<file path="src/rtl/memory_write_loader_if.sv">
// Loader-side bus: burst request, data stream and array write strobe.
// Optional checksum signal is present only when LOADER_CHECKSUM_EN is defined.
interface memory_write_loader_if #(
    parameter int unsigned word_size = 9
);
    logic                 start;
    logic [word_size-1:0] base_addr;
    logic [word_size:0]   count;
    logic                 abort;
    logic                 in_valid;
    logic [word_size-1:0] in_data;
    logic                 in_ready;
    logic                 we;
    logic [word_size-1:0] wa;
    logic [word_size-1:0] wd;
    logic                 busy;
    logic                 done;
`ifdef LOADER_CHECKSUM_EN
    logic [word_size-1:0] checksum;
`endif

    modport master (
        output start, base_addr, count, abort, in_valid, in_data,
        input  in_ready, we, wa, wd, busy, done
`ifdef LOADER_CHECKSUM_EN
        , input checksum
`endif
    );

    modport slave (
        input  start, base_addr, count, abort, in_valid, in_data,
        output in_ready, we, wa, wd, busy, done
`ifdef LOADER_CHECKSUM_EN
        , output checksum
`endif
    );
endinterface

</file>
<file path="src/rtl/memory_write_loader.sv">
// Burst write loader: turns a valid/ready word stream into registered array writes
// with auto-incrementing, wrapping address. LOADER_CHECKSUM_EN adds a burst checksum.
module memory_write_loader #(
    parameter int unsigned word_size   = 9,
    parameter int unsigned memory_size = 512
) (
    input logic             clk,
    input logic             rst,
    memory_write_loader_if.slave bus
);
    localparam int unsigned cnt_w = word_size + 1;
    localparam logic [cnt_w-1:0]     max_count = cnt_w'(memory_size);
    localparam logic [word_size-1:0] last_addr = word_size'(memory_size - 1);

    typedef enum logic [1:0] {IDLE, LOAD, DONE} state_t;

    state_t               state, state_nx;
    logic [word_size-1:0] addr, addr_nx;
    logic [cnt_w-1:0]     remaining, remaining_nx;
    logic                 we_q, we_nx;
    logic [word_size-1:0] wa_q, wa_nx;
    logic [word_size-1:0] wd_q, wd_nx;
    logic                 busy_q, busy_nx;
    logic                 done_q, done_nx;
    logic                 ready_c;
`ifdef LOADER_CHECKSUM_EN
    logic [word_size-1:0] sum_q, sum_nx;
`endif

    // Ready is combinational so abort blocks acceptance in the same cycle.
    assign ready_c      = (state == LOAD) && !bus.abort;
    assign bus.in_ready = ready_c;
    assign bus.we       = we_q;
    assign bus.wa       = wa_q;
    assign bus.wd       = wd_q;
    assign bus.busy     = busy_q;
    assign bus.done     = done_q;
`ifdef LOADER_CHECKSUM_EN
    assign bus.checksum = sum_q;
`endif

    always_comb begin
        state_nx     = state;
        addr_nx      = addr;
        remaining_nx = remaining;
        we_nx        = 1'b0;
        wa_nx        = wa_q;
        wd_nx        = wd_q;
`ifdef LOADER_CHECKSUM_EN
        sum_nx       = sum_q;
`endif
        case (state)
            IDLE: begin
                if (bus.start) begin
                    addr_nx      = bus.base_addr;
                    remaining_nx = (bus.count > max_count) ? max_count : bus.count;
                    state_nx     = (bus.count == '0) ? DONE : LOAD;
`ifdef LOADER_CHECKSUM_EN
                    sum_nx       = '0;
`endif
                end
            end
            LOAD: begin
                if (bus.abort) begin
                    state_nx = IDLE;
                end else if (bus.in_valid) begin
                    we_nx        = 1'b1;
                    wa_nx        = addr;
                    wd_nx        = bus.in_data;
                    addr_nx      = (addr == last_addr) ? '0 : addr + 1'b1;
                    remaining_nx = remaining - 1'b1;
`ifdef LOADER_CHECKSUM_EN
                    sum_nx       = sum_q + bus.in_data;
`endif
                    if (remaining == cnt_w'(1)) state_nx = DONE;
                end
            end
            DONE:    state_nx = IDLE;
            default: state_nx = IDLE;
        endcase
        busy_nx = (state_nx == LOAD);
        done_nx = (state_nx == DONE);
    end

    always_ff @(posedge clk or posedge rst) begin
        if (rst) begin
            state     <= IDLE;
            addr      <= '0;
            remaining <= '0;
            we_q      <= 1'b0;
            wa_q      <= '0;
            wd_q      <= '0;
            busy_q    <= 1'b0;
            done_q    <= 1'b0;
        end else begin
            state     <= state_nx;
            addr      <= addr_nx;
            remaining <= remaining_nx;
            we_q      <= we_nx;
            wa_q      <= wa_nx;
            wd_q      <= wd_nx;
            busy_q    <= busy_nx;
            done_q    <= done_nx;
        end
    end

`ifdef LOADER_CHECKSUM_EN
    always_ff @(posedge clk or posedge rst) begin
        if (rst) sum_q <= '0;
        else     sum_q <= sum_nx;
    end
`endif
endmodule

</file>
<file path="src/flat_wrapper.sv">
// flat-port wrapper written by rule: the top's interface ports become plain ports
module memory_write_loader_flat 
#(
    parameter int unsigned word_size   = 9,
    parameter int unsigned memory_size = 512
)
  (clk, rst, bus_start, bus_base_addr, bus_count, bus_abort, bus_in_valid, bus_in_data, bus_in_ready, bus_we, bus_wa, bus_wd, bus_busy, bus_done);
  memory_write_loader_if #(.word_size(word_size)) bus_i ();
  input logic clk;
  input logic rst;
  input wire logic [$bits(bus_i.start)-1:0] bus_start;
  input wire logic [$bits(bus_i.base_addr)-1:0] bus_base_addr;
  input wire logic [$bits(bus_i.count)-1:0] bus_count;
  input wire logic [$bits(bus_i.abort)-1:0] bus_abort;
  input wire logic [$bits(bus_i.in_valid)-1:0] bus_in_valid;
  input wire logic [$bits(bus_i.in_data)-1:0] bus_in_data;
  output wire logic [$bits(bus_i.in_ready)-1:0] bus_in_ready;
  output wire logic [$bits(bus_i.we)-1:0] bus_we;
  output wire logic [$bits(bus_i.wa)-1:0] bus_wa;
  output wire logic [$bits(bus_i.wd)-1:0] bus_wd;
  output wire logic [$bits(bus_i.busy)-1:0] bus_busy;
  output wire logic [$bits(bus_i.done)-1:0] bus_done;
  assign bus_i.start = bus_start;
  assign bus_i.base_addr = bus_base_addr;
  assign bus_i.count = bus_count;
  assign bus_i.abort = bus_abort;
  assign bus_i.in_valid = bus_in_valid;
  assign bus_i.in_data = bus_in_data;
  assign bus_in_ready = bus_i.in_ready;
  assign bus_we = bus_i.we;
  assign bus_wa = bus_i.wa;
  assign bus_wd = bus_i.wd;
  assign bus_busy = bus_i.busy;
  assign bus_done = bus_i.done;
  memory_write_loader #(.word_size(word_size), .memory_size(memory_size)) u_core (.clk(clk), .rst(rst), .bus(bus_i));
endmodule
</file>
<file path="config.mk">
export PLATFORM = sky130hd
export DESIGN_NAME = memory_write_loader_flat
export DESIGN_NICKNAME = d
export VERILOG_FILES = /design/src/rtl/memory_write_loader_if.sv /design/src/rtl/memory_write_loader.sv /design/src/flat_wrapper.sv
export SDC_FILE = /design/constraint.sdc
export NUM_CORES = 1
export LEC_CHECK = 0
export BUFFER_PORTS_ARGS = -buffer_cell sky130_fd_sc_hd__buf_2
export CORE_ASPECT_RATIO = 0.75
export CORE_MARGIN = 1.5
export CORE_UTILIZATION = 41
export DETAILED_ROUTE_END_ITERATION = 6
export HOLD_SLACK_MARGIN = 0.02
export PLACE_DENSITY = 0.63
export SLEW_MARGIN = 20
export SYNTH_ARGS = -nofsm -noshare
export SYNTH_HDL_FRONTEND = slang
export SYNTH_SLANG_ARGS = --single-unit
export TNS_END_PERCENT = 30
</file>
<file path="constraint.sdc">
create_clock -name clk -period 2.7 [get_ports clk]
set_input_delay 0.135 -clock clk [delete_from_list [all_inputs] [get_ports clk]]
set_output_delay 0.135 -clock clk [all_outputs]
set_load 0.1 [all_outputs]
</file>
==> results.toml <==
[die]
chipWidth_microns = 86.6
core_sq_um = 4950
ioPinCount = 55
rows = 22
die-height_microns = 65.7
die_area_sq_um = 5680
initial_core_util_pct = 43.3

[routing]
antenna_left = 0
via_count = 1738
post-route-drc-count = 0
wire_per_inst_microns = 15.3
first_pass_iters = 5
routed_wl_microns = 4880
drt-initial-drc-count = 103
avgViaCountPerCell = 5.45

[final_layout]
fin_area_sq_um = 2570
n_antenna_cell = 0
syn2layout_area_growth_pct = 19.9
drive_above_1_share_pct = 35.9
fin_util_pct = 52.0
finalNetCount = 295
fin_cells = 319

[synthesis]
synth.distinct_cells = 41
yosys_warnings = 0
avgSynthCellArea_sq_um = 10.7
yosysSeqAreaShare_pct = 49.0
synth_enable_flop_cells = 0
synth.largest_area_cell = "dfrtp_1"
async_flop_share_pct = 100
synth_ff_type = "dfrtp_1"
synthesis.area_sq_um = 2150
synthTopCellsByArea = "dfrtp_1 (49%), mux2_4 (6.3%), mux2_2 (4.7%)"
synth_cells = 200
syn-num-nets = 237
synthTopCellsByCount = "dfrtp_1 (42), o21ai_0 (20), nor2_1 (17)"
synth.most_common_cell = "dfrtp_1"
synth-seq-cells = 42
yosysTopAreaCellShare_pct = 49.0

[critical_path]
cp_max_fo = 13
reg2reg_from = "u_core.addr[0]$_DFFE_PP0P_"
worstReg2RegEnd = "u_core.addr[7]$_DFFE_PP0P_"
r2r_cells = 9
reg2reg_slack_ns = 0.17
critPathLaunchType = "flop"
critPathKind = "reg2reg"
critPathRequiredTime_ns = 2.93
crit_path_end_kind = "flop"
arrival_ns = 2.75

[global_routing]
track_usage_pct = 18.1
antenna_found_initial = 0
grt_start_max_net_pins = 23
grt_pass1_vias = 1538
grt_overflow = 0
grt_pass1_wl_microns = 7760

[clocking]
cts_buffers = 5
clk_latency_ns = 0.30
cts_tree = "built"
clockBufferDepth = 2
clock_sinks = 42
cts_setup_buffers = 0
cts_root_buf = "clkbuf_8"
htreeDepth = 2
cts.reportedPaths.clkPinSlew_ns = 0.09

[run_status]
outcome = "finished clean"

[placed_design]
place_area_sq_um = 2470
io_buffers = 54
globalplace.congestion = 0.815
dp_hpwl_microns = 3590
numPlacedInstances = 310

[pwr]
powerDensity_nw_per_um2 = 1260
max-vdd-ir-drop_uv = 572
leakagePower_uw = 0.00118
power_uw = 3250

[timing]
hold_viol = 0
finalMaxSlewViolations = 0
max_freq_mhz = 396
period_needed_ns = 2.53
setup_tns_ns = 0
setup_violations = 0
rsz0062_at_grt = "false"
clock_skew_ns = 0.00924
slew_headroom_pct = 43.6
fin_crit_sh_pct = 93.5
tightest_slew_ns = 0.842

[worst_hold_path]
hold_end = "u_core.bus.wd[2]$_DFFE_PP0P_"
hp-class = "in2reg"
min_from = "bus_in_data[2]"
hold_depth = 2

[job]
maxCapViolCount = 0
==> kinds of logic after synthesis <==
group                      synth area share (%)
muxes                                      11.0
adders and majority gates                  2.33
and+or+nand+nor                            17.5
AOI/OAI and AO/OA                          16.2
buffers and inverters                      4.02
DFF                                        49.0
==> report_power, final <==
group / internal, uW / switching [uW] / total, uW
sequential: 874 / 219 / 1090
clock: 185 / 230 / 415
combinational: 441 / 1300 / 1740
==> through the flow <==
step / hold WS [ns] / setup slack (ns)
floorplan: 0.283 / 0.195
global placement: 0.202 / 0.310
detailed placement: 0.203 / 0.226
CTS: 0.0552 / 0.193
global route: 0.0413 / 0.00165
finish: 0.0637 / 0.175
==> registers in the layout, summed over array words and instances, names as in the netlist <==
register / flops
u_core.bus.done: 1
u_core.bus.wa: 9
u_core.remaining: 10
u_core.addr: 9
u_core.bus.we: 1
u_core.state: 2
u_core.bus.wd: 9
u_core.bus.busy: 1
==> metal layers <==
metal	vias to the layer above	track usage [%]	wire length, microns
met2	69	23.8	1850
li1	856	-	-
met4	0	6.05	60
met5	-	0	0
met3	5	5.53	376
met1	808	27.7	2590
==> worst max-delay path: stages (launching register included) <==
cell	delay, ns
dfrtp_1	0.44
ha_1	0.26
and3_1	0.21
and3_1	0.21
and3_1	0.18
ha_1	0.19
or3b_4	0.46
nor4_1	0.30
a21oi_1	0.07
o2bb2ai_1	0.12
==> area by class of cell <==
type	count	area, sq um
clock buffers	5	68.8
clock inverters	3	23.8
fillers	471	2380
inverters	6	22.5
multi-input cells	143	1020
flip-flops and latches	42	1050
well taps	60	75.1
repair buffers	60	318
==> layout by cell type, fill, tap and decap left out, types with 3 or more instances in the layout <==
| master | Yosys | routed |
|---|---|---|
| dfrtp_1 | 42 | 42 |
| nor3_1 | 4 | 4 |
| o2bb2ai_1 | 4 | 4 |
| o21ai_1 | 4 | 4 |
| nor4_1 | 4 | 3 |
| ha_1 | 4 | 4 |
| inv_1 | 6 | 5 |
| nand4_1 | 3 | 3 |
| a21oi_1 | 13 | 13 |
| nand3_1 | 5 | 5 |
| and3_1 | 3 | 3 |
| a31oi_1 | 4 | 4 |
| nor2_1 | 17 | 17 |
| nand2_1 | 7 | 7 |
| mux2_4 | 9 | 9 |
| o21ai_0 | 20 | 20 |
| a22oi_1 | 6 | 6 |
| clkbuf_8 | 0 | 5 |
| mux2_2 | 9 | 9 |
| buf_4 | 0 | 5 |
| buf_2 | 6 | 54 |
==> worst max-delay path by stage <==
| stage | startpoint | endpoint | slack, ns | depth (start not counted) |
|---|---|---|---|---|
| after floorplan | u_core.state[1]$_DFF_PP0_ | u_core.bus.busy$_DFF_PP0_ | 0.20 | 4 |
| after global routing | u_core.addr[0]$_DFFE_PP0P_ | u_core.addr[5]$_DFFE_PP0P_ | 0.002 | 9 |
| after CTS | u_core.addr[0]$_DFFE_PP0P_ | u_core.addr[7]$_DFFE_PP0P_ | 0.19 | 9 |
| after global placement | u_core.addr[0]$_DFFE_PP0P_ | u_core.addr[7]$_DFFE_PP0P_ | 0.31 | 9 |
| final | u_core.addr[0]$_DFFE_PP0P_ | u_core.addr[7]$_DFFE_PP0P_ | 0.17 | 9 |
| after detailed placement | u_core.addr[0]$_DFFE_PP0P_ | u_core.addr[7]$_DFFE_PP0P_ | 0.23 | 9 |
==> timing repair <==
action	CTS	global route
resized for setup	0	1
endpoints found under the setup margin	0	1
hold buffers	1	0
hold endpoints to repair	20	0
Power figures use the tool's default switching activity.
